===== src/rtl/mips_ctrl_pkg.sv =====
`default_nettype none
// +----------------------------------------------------------------------+
// | mips_ctrl_pkg : states, opcode/funct tables and select encodings     |
// | Rev 1.0                                                              |
// +----------------------------------------------------------------------+
package mips_ctrl_pkg;

  typedef enum logic [2:0] {
    S_IDLE    = 3'd0,
    S_FETCH   = 3'd1,
    S_DECODE  = 3'd2,
    S_EXECUTE = 3'd3,
    S_UPDATE  = 3'd4,
    S_DUMMY   = 3'd5,
    S_HALT    = 3'd7
  } state_t;

  localparam logic [5:0] OP_RTYPE = 6'h00;
  localparam logic [5:0] OP_J     = 6'h02;
  localparam logic [5:0] OP_BEQ   = 6'h04;
  localparam logic [5:0] OP_BNE   = 6'h05;
  localparam logic [5:0] OP_ADDI  = 6'h08;
  localparam logic [5:0] OP_SLTI  = 6'h0A;
  localparam logic [5:0] OP_ANDI  = 6'h0C;
  localparam logic [5:0] OP_ORI   = 6'h0D;
  localparam logic [5:0] OP_LW    = 6'h23;
  localparam logic [5:0] OP_SW    = 6'h2B;

  localparam logic [5:0] FN_ADD = 6'h20;
  localparam logic [5:0] FN_SUB = 6'h22;
  localparam logic [5:0] FN_AND = 6'h24;
  localparam logic [5:0] FN_OR  = 6'h25;
  localparam logic [5:0] FN_NOR = 6'h27;
  localparam logic [5:0] FN_SLT = 6'h2A;

  localparam logic [3:0] ALU_AND = 4'd0;
  localparam logic [3:0] ALU_OR  = 4'd1;
  localparam logic [3:0] ALU_ADD = 4'd2;
  localparam logic [3:0] ALU_SUB = 4'd6;
  localparam logic [3:0] ALU_SLT = 4'd7;
  localparam logic [3:0] ALU_NOR = 4'd12;

  localparam logic [1:0] SRCB_REG     = 2'b00;
  localparam logic [1:0] SRCB_FOUR    = 2'b01;
  localparam logic [1:0] SRCB_IMM     = 2'b10;
  localparam logic [1:0] SRCB_IMM_SH2 = 2'b11;

  localparam logic [1:0] PCSRC_ALU    = 2'b00;
  localparam logic [1:0] PCSRC_ALUOUT = 2'b01;
  localparam logic [1:0] PCSRC_JUMP   = 2'b10;

  function automatic logic opcode_known(input logic [5:0] op);
    case (op)
      OP_RTYPE, OP_J, OP_BEQ, OP_BNE, OP_ADDI, OP_SLTI,
      OP_ANDI, OP_ORI, OP_LW, OP_SW: opcode_known = 1'b1;
      default:                       opcode_known = 1'b0;
    endcase
  endfunction

endpackage
`default_nettype wire


===== src/rtl/mips_alu_decoder.sv =====
`default_nettype none
// +----------------------------------------------------------------------+
// | mips_alu_decoder : opcode/funct -> ALU operation and imm extension   |
// | Rev 1.0                                                              |
// +----------------------------------------------------------------------+
module mips_alu_decoder
  import mips_ctrl_pkg::*;
#(
  parameter int ALU_CTRL_W = 4
) (
  input  logic [5:0]            opcode,
  input  logic [5:0]            funct,
  output logic [ALU_CTRL_W-1:0] alu_ctrl,
  output logic                  ext_zero,
  output logic                  funct_valid
);

  always_comb begin
    alu_ctrl    = ALU_CTRL_W'(ALU_ADD);
    ext_zero    = 1'b0;
    funct_valid = 1'b0;
    case (opcode)
      OP_RTYPE: begin
        funct_valid = 1'b1;
        case (funct)
          FN_ADD:  alu_ctrl = ALU_CTRL_W'(ALU_ADD);
          FN_SUB:  alu_ctrl = ALU_CTRL_W'(ALU_SUB);
          FN_AND:  alu_ctrl = ALU_CTRL_W'(ALU_AND);
          FN_OR:   alu_ctrl = ALU_CTRL_W'(ALU_OR);
          FN_NOR:  alu_ctrl = ALU_CTRL_W'(ALU_NOR);
          FN_SLT:  alu_ctrl = ALU_CTRL_W'(ALU_SLT);
          default: funct_valid = 1'b0;  // unknown funct degrades to a NOP add
        endcase
      end
      OP_SLTI: alu_ctrl = ALU_CTRL_W'(ALU_SLT);
      OP_ANDI: begin
        alu_ctrl = ALU_CTRL_W'(ALU_AND);
        ext_zero = 1'b1;
      end
      OP_ORI: begin
        alu_ctrl = ALU_CTRL_W'(ALU_OR);
        ext_zero = 1'b1;
      end
      OP_BEQ, OP_BNE: alu_ctrl = ALU_CTRL_W'(ALU_SUB);
      default: ;
    endcase
  end

endmodule
`default_nettype wire


===== src/rtl/mips_multicycle_ctrl.sv =====
`default_nettype none
// +----------------------------------------------------------------------+
// | mips_multicycle_ctrl : 5-cycle main control FSM of the MIPS core.    |
// | Option MIPS_CTRL_ILLEGAL_TRAP_EN: unknown opcode halts, illegal_op.  |
// | Rev 1.0                                                              |
// +----------------------------------------------------------------------+
module mips_multicycle_ctrl
  import mips_ctrl_pkg::*;
#(
  parameter int STATE_W    = 3,
  parameter int ALU_CTRL_W = 4
) (
  input  logic                  clk,
  input  logic                  reset,
  input  logic                  enable,
  input  logic [5:0]            opcode,
  input  logic [5:0]            funct,
  input  logic                  zero,
  output logic [STATE_W-1:0]    count_state,
  output logic                  i_or_d,
  output logic                  mem_write,
  output logic                  ir_write,
  output logic                  reg_dst,
  output logic                  mem_to_reg,
  output logic                  reg_write,
  output logic                  alu_src_a,
  output logic [1:0]            alu_src_b,
  output logic                  ext_zero,
  output logic [ALU_CTRL_W-1:0] alu_ctrl,
  output logic [1:0]            pc_src,
  output logic                  pc_en,
  output logic                  instr_done
`ifdef MIPS_CTRL_ILLEGAL_TRAP_EN
  ,
  output logic                  illegal_op
`endif
);

  state_t                r_state;
  logic [ALU_CTRL_W-1:0] w_dec_alu_ctrl;
  logic                  w_dec_ext_zero;
  logic                  w_funct_valid;
  logic                  w_is_r;
  logic                  w_is_ialu;
  logic                  w_is_mem;

  mips_alu_decoder #(.ALU_CTRL_W(ALU_CTRL_W)) u_alu_dec (
    .opcode      (opcode),
    .funct       (funct),
    .alu_ctrl    (w_dec_alu_ctrl),
    .ext_zero    (w_dec_ext_zero),
    .funct_valid (w_funct_valid)
  );

  assign w_is_r    = (opcode == OP_RTYPE);
  assign w_is_ialu = (opcode == OP_ADDI) || (opcode == OP_SLTI) ||
                     (opcode == OP_ANDI) || (opcode == OP_ORI);
  assign w_is_mem  = (opcode == OP_LW) || (opcode == OP_SW);

  always_ff @(posedge clk) begin
    if (reset) begin
      r_state <= S_IDLE;
    end else begin
      case (r_state)
        S_IDLE:    r_state <= enable ? S_FETCH : S_IDLE;
        S_FETCH:   r_state <= S_DECODE;
        S_DECODE: begin
          r_state <= S_EXECUTE;
`ifdef MIPS_CTRL_ILLEGAL_TRAP_EN
          if (!opcode_known(opcode)) r_state <= S_HALT;
`endif
        end
        S_EXECUTE: r_state <= S_UPDATE;
        S_UPDATE:  r_state <= S_DUMMY;
        S_DUMMY:   r_state <= enable ? S_FETCH : S_IDLE;
        S_HALT:    r_state <= S_HALT;
        default:   r_state <= S_IDLE;
      endcase
    end
  end

  assign count_state = STATE_W'(r_state);

`ifdef MIPS_CTRL_ILLEGAL_TRAP_EN
  assign illegal_op = (r_state == S_HALT);
`endif

  // Moore on state, qualified by the IR fields that are stable from DECODE on
  always_comb begin
    i_or_d     = 1'b0;
    mem_write  = 1'b0;
    ir_write   = 1'b0;
    reg_dst    = 1'b0;
    mem_to_reg = 1'b0;
    reg_write  = 1'b0;
    alu_src_a  = 1'b0;
    alu_src_b  = SRCB_REG;
    ext_zero   = 1'b0;
    alu_ctrl   = ALU_CTRL_W'(ALU_ADD);
    pc_src     = PCSRC_ALU;
    pc_en      = 1'b0;
    instr_done = 1'b0;
    case (r_state)
      S_FETCH: begin
        ir_write  = 1'b1;
        alu_src_b = SRCB_FOUR;
        pc_en     = 1'b1;
      end
      S_DECODE: alu_src_b = SRCB_IMM_SH2;
      S_EXECUTE: begin
        if (w_is_r) begin
          alu_src_a = 1'b1;
          alu_ctrl  = w_dec_alu_ctrl;
        end else if (w_is_ialu || w_is_mem) begin
          // operand A is the base/source register for every immediate op
          alu_src_a = 1'b1;
          alu_src_b = SRCB_IMM;
          alu_ctrl  = w_dec_alu_ctrl;
          ext_zero  = w_dec_ext_zero;
        end else if (opcode == OP_BEQ || opcode == OP_BNE) begin
          alu_src_a = 1'b1;
          alu_ctrl  = ALU_CTRL_W'(ALU_SUB);
          pc_src    = PCSRC_ALUOUT;
          pc_en     = (opcode == OP_BEQ) ? zero : ~zero;
        end
      end
      S_UPDATE: begin
        if (w_is_r && w_funct_valid) begin
          reg_write = 1'b1;
          reg_dst   = 1'b1;
        end else if (w_is_ialu) begin
          reg_write = 1'b1;
        end else if (opcode == OP_LW) begin
          i_or_d = 1'b1;
        end else if (opcode == OP_SW) begin
          i_or_d    = 1'b1;
          mem_write = 1'b1;
        end else if (opcode == OP_J) begin
          pc_src = PCSRC_JUMP;
          pc_en  = 1'b1;
        end
      end
      S_DUMMY: begin
        instr_done = 1'b1;
        if (opcode == OP_LW) begin
          reg_write  = 1'b1;
          mem_to_reg = 1'b1;
        end
      end
      default: ;
    endcase
  end

endmodule
`default_nettype wire


===== config.mk =====
export PLATFORM = sky130hd
export DESIGN_NAME = mips_multicycle_ctrl
export DESIGN_NICKNAME = d
export VERILOG_FILES = /design/src/rtl/mips_ctrl_pkg.sv /design/src/rtl/mips_alu_decoder.sv /design/src/rtl/mips_multicycle_ctrl.sv
export SDC_FILE = /design/constraint.sdc
export NUM_CORES = 1
export LEC_CHECK = 0
export ABC_AREA = 1
export CAP_MARGIN = 20
export CORE_UTILIZATION = 35
export CTS_CLUSTER_SIZE = 24
export DETAILED_ROUTE_END_ITERATION = 8
export PLACE_DENSITY_LB_ADDON = 0.3
export SYNTH_ARGS = -nofsm -noshare
export SYNTH_HDL_FRONTEND = slang
export SYNTH_SLANG_ARGS = --single-unit

===== constraint.sdc =====
create_clock -name clk -period 1.5 [get_ports clk]
set_input_delay 0.225 -clock clk [delete_from_list [all_inputs] [get_ports clk]]
set_output_delay 0.225 -clock clk [all_outputs]
set_load 0.005 [all_outputs]

==> results of run 1 <==
==> kinds of logic after synthesis <==
group	share of synthesized area (%)
AO/OA/AOI/OAI	10.50
XOR/XNOR	1.598
buffers and inverters	15.07
flip-flops	10.96
AND/OR/NAND/NOR	61.87
==> through the flow <==
| step | std cells | cell area, um2 |
|---|---|---|
| after detailed placement | 177 | 1062 |
| after global placement | 177 | 1062 |
| after floorplan | 108 | 548.0 |
==> run summary, run 1 <==
Post-synth ARST share: 0%
Post-CTS Setup Bufs: 20
Total CTS buffers: 3
Synthesized instance count: 108
Clk root buf: clkbuf_4
Yosys reg bits: 3
Last step reached: clock tree synthesis
IO Pins: 37
Status: aborted with a tool error
Synth area leaders: nand2_1 16%, nor2_1 16%, inv_1 14%
Most frequent cells after synthesis: 24 x nand2_1, 24 x nor2_1, 21 x inv_1
Routability cong.: 0.8798
Max Root-Sink Buffers: 2
Yosys cell types: 18
# resized after CTS: 138
Share of the synthesized area in the top cell type: 16.44%
Post-synth EDFFs: 0
Row cnt: 13
Chip height: 41.57 um
Pre-CTS WS: -0.7249 ns
Syn Std Cell Area: 548.0 um2
Largest area contributor in the netlist: nand2_1
CTS hold repair buffers: 0
Initial core utilization: 39.64%
Yosys warning count: 0
Clock Sink Count: 3
Number of port buffers: 36
Tool Error: [ERROR DPL-0033] detailed placement checks failed during check placement.
Register area share after synthesis: 10.96%
Net Count, Synth: 124
Post-DP HPWL: 1.566 mm
Syn Area/Cell: 5.074 um2
H-tree Lvls: 1
Post-synth top flop: dfxtp_1
Die X: 41.57 um
==> inputs of run 2 (changes only) <==
--- a/config.mk
+++ b/config.mk
@@ -7,10 +7,10 @@
 export LEC_CHECK = 0
 export ABC_AREA = 1
 export CAP_MARGIN = 20
-export CORE_UTILIZATION = 35
-export CTS_CLUSTER_SIZE = 24
+export CORE_AREA = 2 2 63 65
 export DETAILED_ROUTE_END_ITERATION = 8
-export PLACE_DENSITY_LB_ADDON = 0.3
+export DIE_AREA = 0 0 65 67
+export PLACE_DENSITY_LB_ADDON = 0.15
 export SYNTH_ARGS = -nofsm -noshare
 export SYNTH_HDL_FRONTEND = slang
 export SYNTH_SLANG_ARGS = --single-unit
==> run 2 against run 1 <==
Net effect: the flow now finishes, with violations (negative setup slack); area after synthesis is the same; synthesized cell count stayed put.
==> run summary, run 2 <==
Synth-to-layout area growth: 190.6%
Final WL: 2.560 mm
Pre-CTS WS: -0.7450 ns
Synthesized instance count: 108
Critical path arrival: 1.35 ns
Routability cong.: 0.7943
DRT Pass-1 Iters: 4
Final Hold Viols: 0
Most frequent cells after synthesis: 24 x nand2_1, 24 x nor2_1, 21 x inv_1
Worst-path maximum fanout: 4
Die area: 4355 um2
Largest net degree at the start of global routing: 7
Worst-path clk slew: 0.03 ns
Net Count, Synth: 124
FMAX: 636.1 MHz
Max reg flops: 3
Critical Path End Type: output pin
Register area share after synthesis: 10.96%
Violated checks: negative setup slack
Final ANT Viol Nets: 0
TNS Setup: -0.2895 ns
Hold slack: 0.6042 ns
Slack of the critical path: -0.07213 ns
Clk root buf: clkbuf_8
Vias in the first global route: 1008
RSZ-0062 raised after global routing: yes
Vias per inst: 4.095
WL/cell: 10.53 um
Critical Path Source Type: flip-flop
Iter 0 DRT Violations: 26
Max Root-Sink Buffers: 2
Final Setup Violations: 7
Crit Path Category: reg -> out
Post-synth ARST share: 0%
Initial core utilization: 15.20%
Finished Layout Cells: 243
Yosys cell types: 18
Number of port buffers: 36
CTS tree: yes
IO Pins: 37
Share of the synthesized area in the top cell type: 16.44%
Row cnt: 22
N_diodes: 0
Worst Tran Pin Value: 0.2167 ns
Final Util: 44.17%
Pins Over Slew Limit: 0
Post-synth top flop: dfxtp_1
Die X: 65 um
CORE AREA: 3606 um2
Total CTS buffers: 3
LEAKAGE: 0.0008544 uW
Placed insts: 217
Relative max-transition margin: 85.49%
Power density over the cells: 406.5 nW/um2
Fin Clk Skew: 0.001469 ns
Post-DP HPWL: 1.791 mm
Worst EP required: 1.27 ns
DR DRC count: 0
Layout cells sized above 1: 65.64%
Status: finished with violations
Worst-Skew Late Latency: 0.21 ns
Syn Std Cell Area: 548.0 um2
Maximum VDD drop: 0.6068 mV
Chip height: 67 um
Syn Area/Cell: 5.074 um2
Via Count: 995
Most frequent cells in the layout: 31 x buf_4, 18 x buf_6, 17 x nand2_1, 13 x buf_2, 12 x inv_1
Largest area contributor in the netlist: nand2_1
First-pass GRT wire length: 4.291 mm
Fillers: 393
Nets@finish: 212
H-tree Lvls: 1
Worst min-delay path class: in -> reg
Commonest non-fill, non-tap cell in the layout: buf_4
Yosys warning count: 0
GRT overflow: 0
Final Cycle Share: 104.8%
Post-synth EDFFs: 0
Yosys reg bits: 3
Initial antenna violation count: 0
Clock Sink Count: 3
CTS hold repair buffers: 0
Maxcap violations: 0
Synth area leaders: nand2_1 16%, nor2_1 16%, inv_1 14%
Minimum clock period: 1.572 ns
GRT Overall Usage: 12.35%
-- run 2: power by group --
part / internal [uW] / leakage, uW / switching, uW
clock: 181 / 0.0000228 / 52.4
combinational: 169 / 0.000805 / 145
sequential: 87.1 / 0.0000264 / 12.5
-- run 2: cells by family after synthesis --
logic type,Yosys count,synth area share (%)
AOI/OAI and AO/OA,10,10.50
DFF,3,10.96
xor gates and xnor gates,1,1.598
buffers and inverters,22,15.07
and+or+nand+nor,72,61.87
-- run 2: final cells by class --
cell class,instances,area (um2),share of cell area [%]
inverter,22,92.59,5.813
clock buffer,4,45.04,2.828
timing repair buffer,83,695.7,43.68
tap,48,60.06,3.771
multi-input combinational,83,630.6,39.59
sequential,3,68.82,4.320
-- run 2: critical path: stages, from the launching register on --
cell	delay, ns
dfxtp_4	0.34
buf_6	0.12
buf_6	0.11
nor2_4	0.13
inv_4	0.07
buf_6	0.12
nor4_4	0.11
buf_2	0.15
-- run 2: through the flow --
stage | power, uW | area (um2)
3_5_place_dp | 321.0 | 1156
3_3_place_gp | 321.9 | 1156
2_1_floorplan | 167.5 | 548.0
6_report | 647.4 | 1593
5_1_grt | 697.5 | 1593
4_1_cts | 637.4 | 1475
-- run 2: path summary, 6_finish.rpt --
path / startpoint / to / slack (ns) / depth (start not counted)
hold reg to reg: count_state[1] / count_state[2] / 0.74 / 4
setup reg to reg: count_state[0] / count_state[1] / 0.38 / 8
hold / removal: reset / count_state[0] / 0.60 / 2
setup / recovery: count_state[2] / alu_ctrl[3] / -0.07 / 7
-- run 2: what timing repair did --
action                                  4_1_cts  5_1_grt
pin swaps                                    19       13
resized for setup                           145       47
setup buffers                                16        8
endpoints found under the setup margin       19       20
-- run 2: routing by layer --
metal | wire length [um] | share of wire [%] | GRT usage [%] | vias up
met5 | 0 | 0 | 0 | -
met4 | 7 | 0.27 | 3.989 | 0
met3 | 117 | 4.6 | 1.689 | 2
met2 | 1365 | 53 | 22.68 | 26
met1 | 1069 | 42 | 14.69 | 450
li1 | - | - | - | 517
Power figures use the tool's default switching activity.
==> inputs of run 3 (changes only) <==
--- a/config.mk
+++ b/config.mk
@@ -7,6 +7,8 @@
 export LEC_CHECK = 0
 export ABC_AREA = 1
 export CAP_MARGIN = 20
+export CELL_PAD_IN_SITES_DETAIL_PLACEMENT = 1
+export CELL_PAD_IN_SITES_GLOBAL_PLACEMENT = 1
 export CORE_AREA = 2 2 63 65
 export DETAILED_ROUTE_END_ITERATION = 8
 export DIE_AREA = 0 0 65 67
==> run 3 against run 2 <==
Net effect: power up 4.2%; register-to-register slack worse by 0.08 ns; non-clock buffer count up 1; the run still ends with negative setup slack left; global-route usage up 3.2 points; setup slack worse by 0.0046 ns; hold slack better by 0.036 ns.
==> run summary, run 3 (synthesized netlist as in run 2, its figures left out) <==
Clock share of power: 34.6%
Minimum clock period: 1.577 ns
Worst min-delay path class: in -> reg
Worst-path clk slew: 0.03 ns
GRT overflow: 0
WL/cell: 13.64 um
Critical path arrival: 1.35 ns
CTS tree: yes
Final Cycle Share: 105.1%
Post-DP HPWL: 2.252 mm
Crit Path Category: reg -> out
Vias per inst: 4.336
Violated checks: negative setup slack
Buffers & Inverters on Critical Path: 4
Critical Path Source Type: flip-flop
Clk root buf: clkbuf_8
Worst-path maximum fanout: 3
Final ANT Viol Nets: 0
Sequential Power Share: 15.0%
CP most frequent cell: buf_4
Slowest Stage Delay on Critical Path: 0.32 ns
N_diodes: 0
DRT Pass-1 Iters: 4
RSZ-0062 raised after global routing: yes
Chip height: 67 um
Die X: 65 um
FMAX: 634.2 MHz
Worst-Skew Late Latency: 0.21 ns
Die area: 4355 um2
GRT Overall Usage: 15.58%
Slack of the critical path: -0.07677 ns
Pins Over Slew Limit: 0
Delay-heaviest family, CP: buffers and inverters
Initial core utilization: 15.20%
Row cnt: 22
Power density over the cells: 421.0 nW/um2
H-tree Lvls: 1
Relative max-transition margin: 85.08%
Initial antenna violation count: 0
Maximum VDD drop: 0.2291 mV
Nets@finish: 213
Net load switching power: 228.0 uW
Routability cong.: 0.8464
CTS hold repair buffers: 0
Iter 0 DRT Violations: 23
Placed insts: 220
DR DRC count: 0
Comb power frac: 50.5%
Max Root-Sink Buffers: 2
IO Pins: 37
Synth-to-layout area growth: 192.5%
Critical Path End Type: output pin
Worst Tran Pin Value: 0.2228 ns
Most frequent cells in the layout: 36 x buf_4, 16 x buf_6, 15 x buf_2, 14 x nand2_1, 12 x inv_1
Fin Clk Skew: 0.001861 ns
Max reg flops: 3
Critical path, cell by cell: buf_6, buf_4, nand2_4, nor2_4, buf_4, nor2_1, nand2_1, buf_2
TNS Setup: -0.2811 ns
Maxcap violations: 0
Layout cells sized above 1: 70.41%
Commonest non-fill, non-tap cell in the layout: buf_4
Sw frac: 33.79%
First-pass GRT wire length: 5.181 mm
Total CTS buffers: 3
Final Hold Viols: 0
Largest net degree at the start of global routing: 7
Vias in the first global route: 1109
P_int: 446.8 uW
Clock Sink Count: 3
Final WL: 3.328 mm
Number of port buffers: 36
Final Setup Violations: 7
Finished Layout Cells: 244
Hold slack: 0.6405 ns
Status: finished with violations
CORE AREA: 3606 um2
Worst EP required: 1.27 ns
Via Count: 1058
Slowest-stage cell, CP: dfxtp_2
LEAKAGE: 0.0008304 uW
Pre-CTS WS: -0.8164 ns
[run 3: area by class of cell]
cell class              count  area (um2)
fillers                   467        2003
multi-input cells          83       673.1
repair buffers             84       665.6
inverters                  22       92.59
flip-flops and latches      3       66.31
well taps                  48       60.06
clock buffers               4       45.04
[run 3: final timing paths]
check,start,to,slack (ns),depth (start not counted)
hold / removal,reset,count_state[0],0.64,2
setup / recovery,count_state[0],pc_en,-0.08,8
setup reg to reg,count_state[2],count_state[1],0.30,8
hold reg to reg,count_state[1],count_state[2],0.70,3
[run 3: power groups by stage]
stage               clock network [uW]  registers [uW]  logic [uW]
floorplan                            0            97.7        69.8
global placement                     0            95.5         238
detailed placement                   0            95.7         243
CTS                                239             100         302
global route                       245             102         368
finish                             233             101         340
[run 3: routing by layer]
| metal | GRT usage [%] | vias up | wire length [um] |
|---|---|---|---|
| li1 | - | 518 | - |
| met1 | 18.27 | 507 | 1309 |
| met2 | 29.51 | 31 | 1863 |
| met3 | 3.041 | 2 | 149 |
| met4 | 2.394 | 0 | 6 |
| met5 | 0 | - | 0 |
[run 3: per-stage QoR]
stage / utilization, % / cell area, um2 / total power (uW)
floorplan: - / 548.0 / 167.5
global placement: 32.69 / 1179 / 333.5
detailed placement: 32.69 / 1179 / 338.3
CTS: 40.84 / 1473 / 641.8
global route: 44.45 / 1603 / 714.3
finish: 44.45 / 1603 / 674.8
[run 3: repair_timing]
item | 4_1_cts | 5_1_grt
setup endpoints to repair | 19 | 18
pin swaps | 27 | 11
gates resized for setup | 164 | 39
buffers inserted | 16 | 9
==> inputs of run 4 (changes only) <==
--- a/config.mk
+++ b/config.mk
@@ -10,6 +10,7 @@
 export CELL_PAD_IN_SITES_DETAIL_PLACEMENT = 1
 export CELL_PAD_IN_SITES_GLOBAL_PLACEMENT = 1
 export CORE_AREA = 2 2 63 65
+export CTS_CLUSTER_DIAMETER = 40
 export DETAILED_ROUTE_END_ITERATION = 8
 export DIE_AREA = 0 0 65 67
 export PLACE_DENSITY_LB_ADDON = 0.15
==> results of run 4 <==
The final DEF is identical to that of run 3; final timing and power are the same.
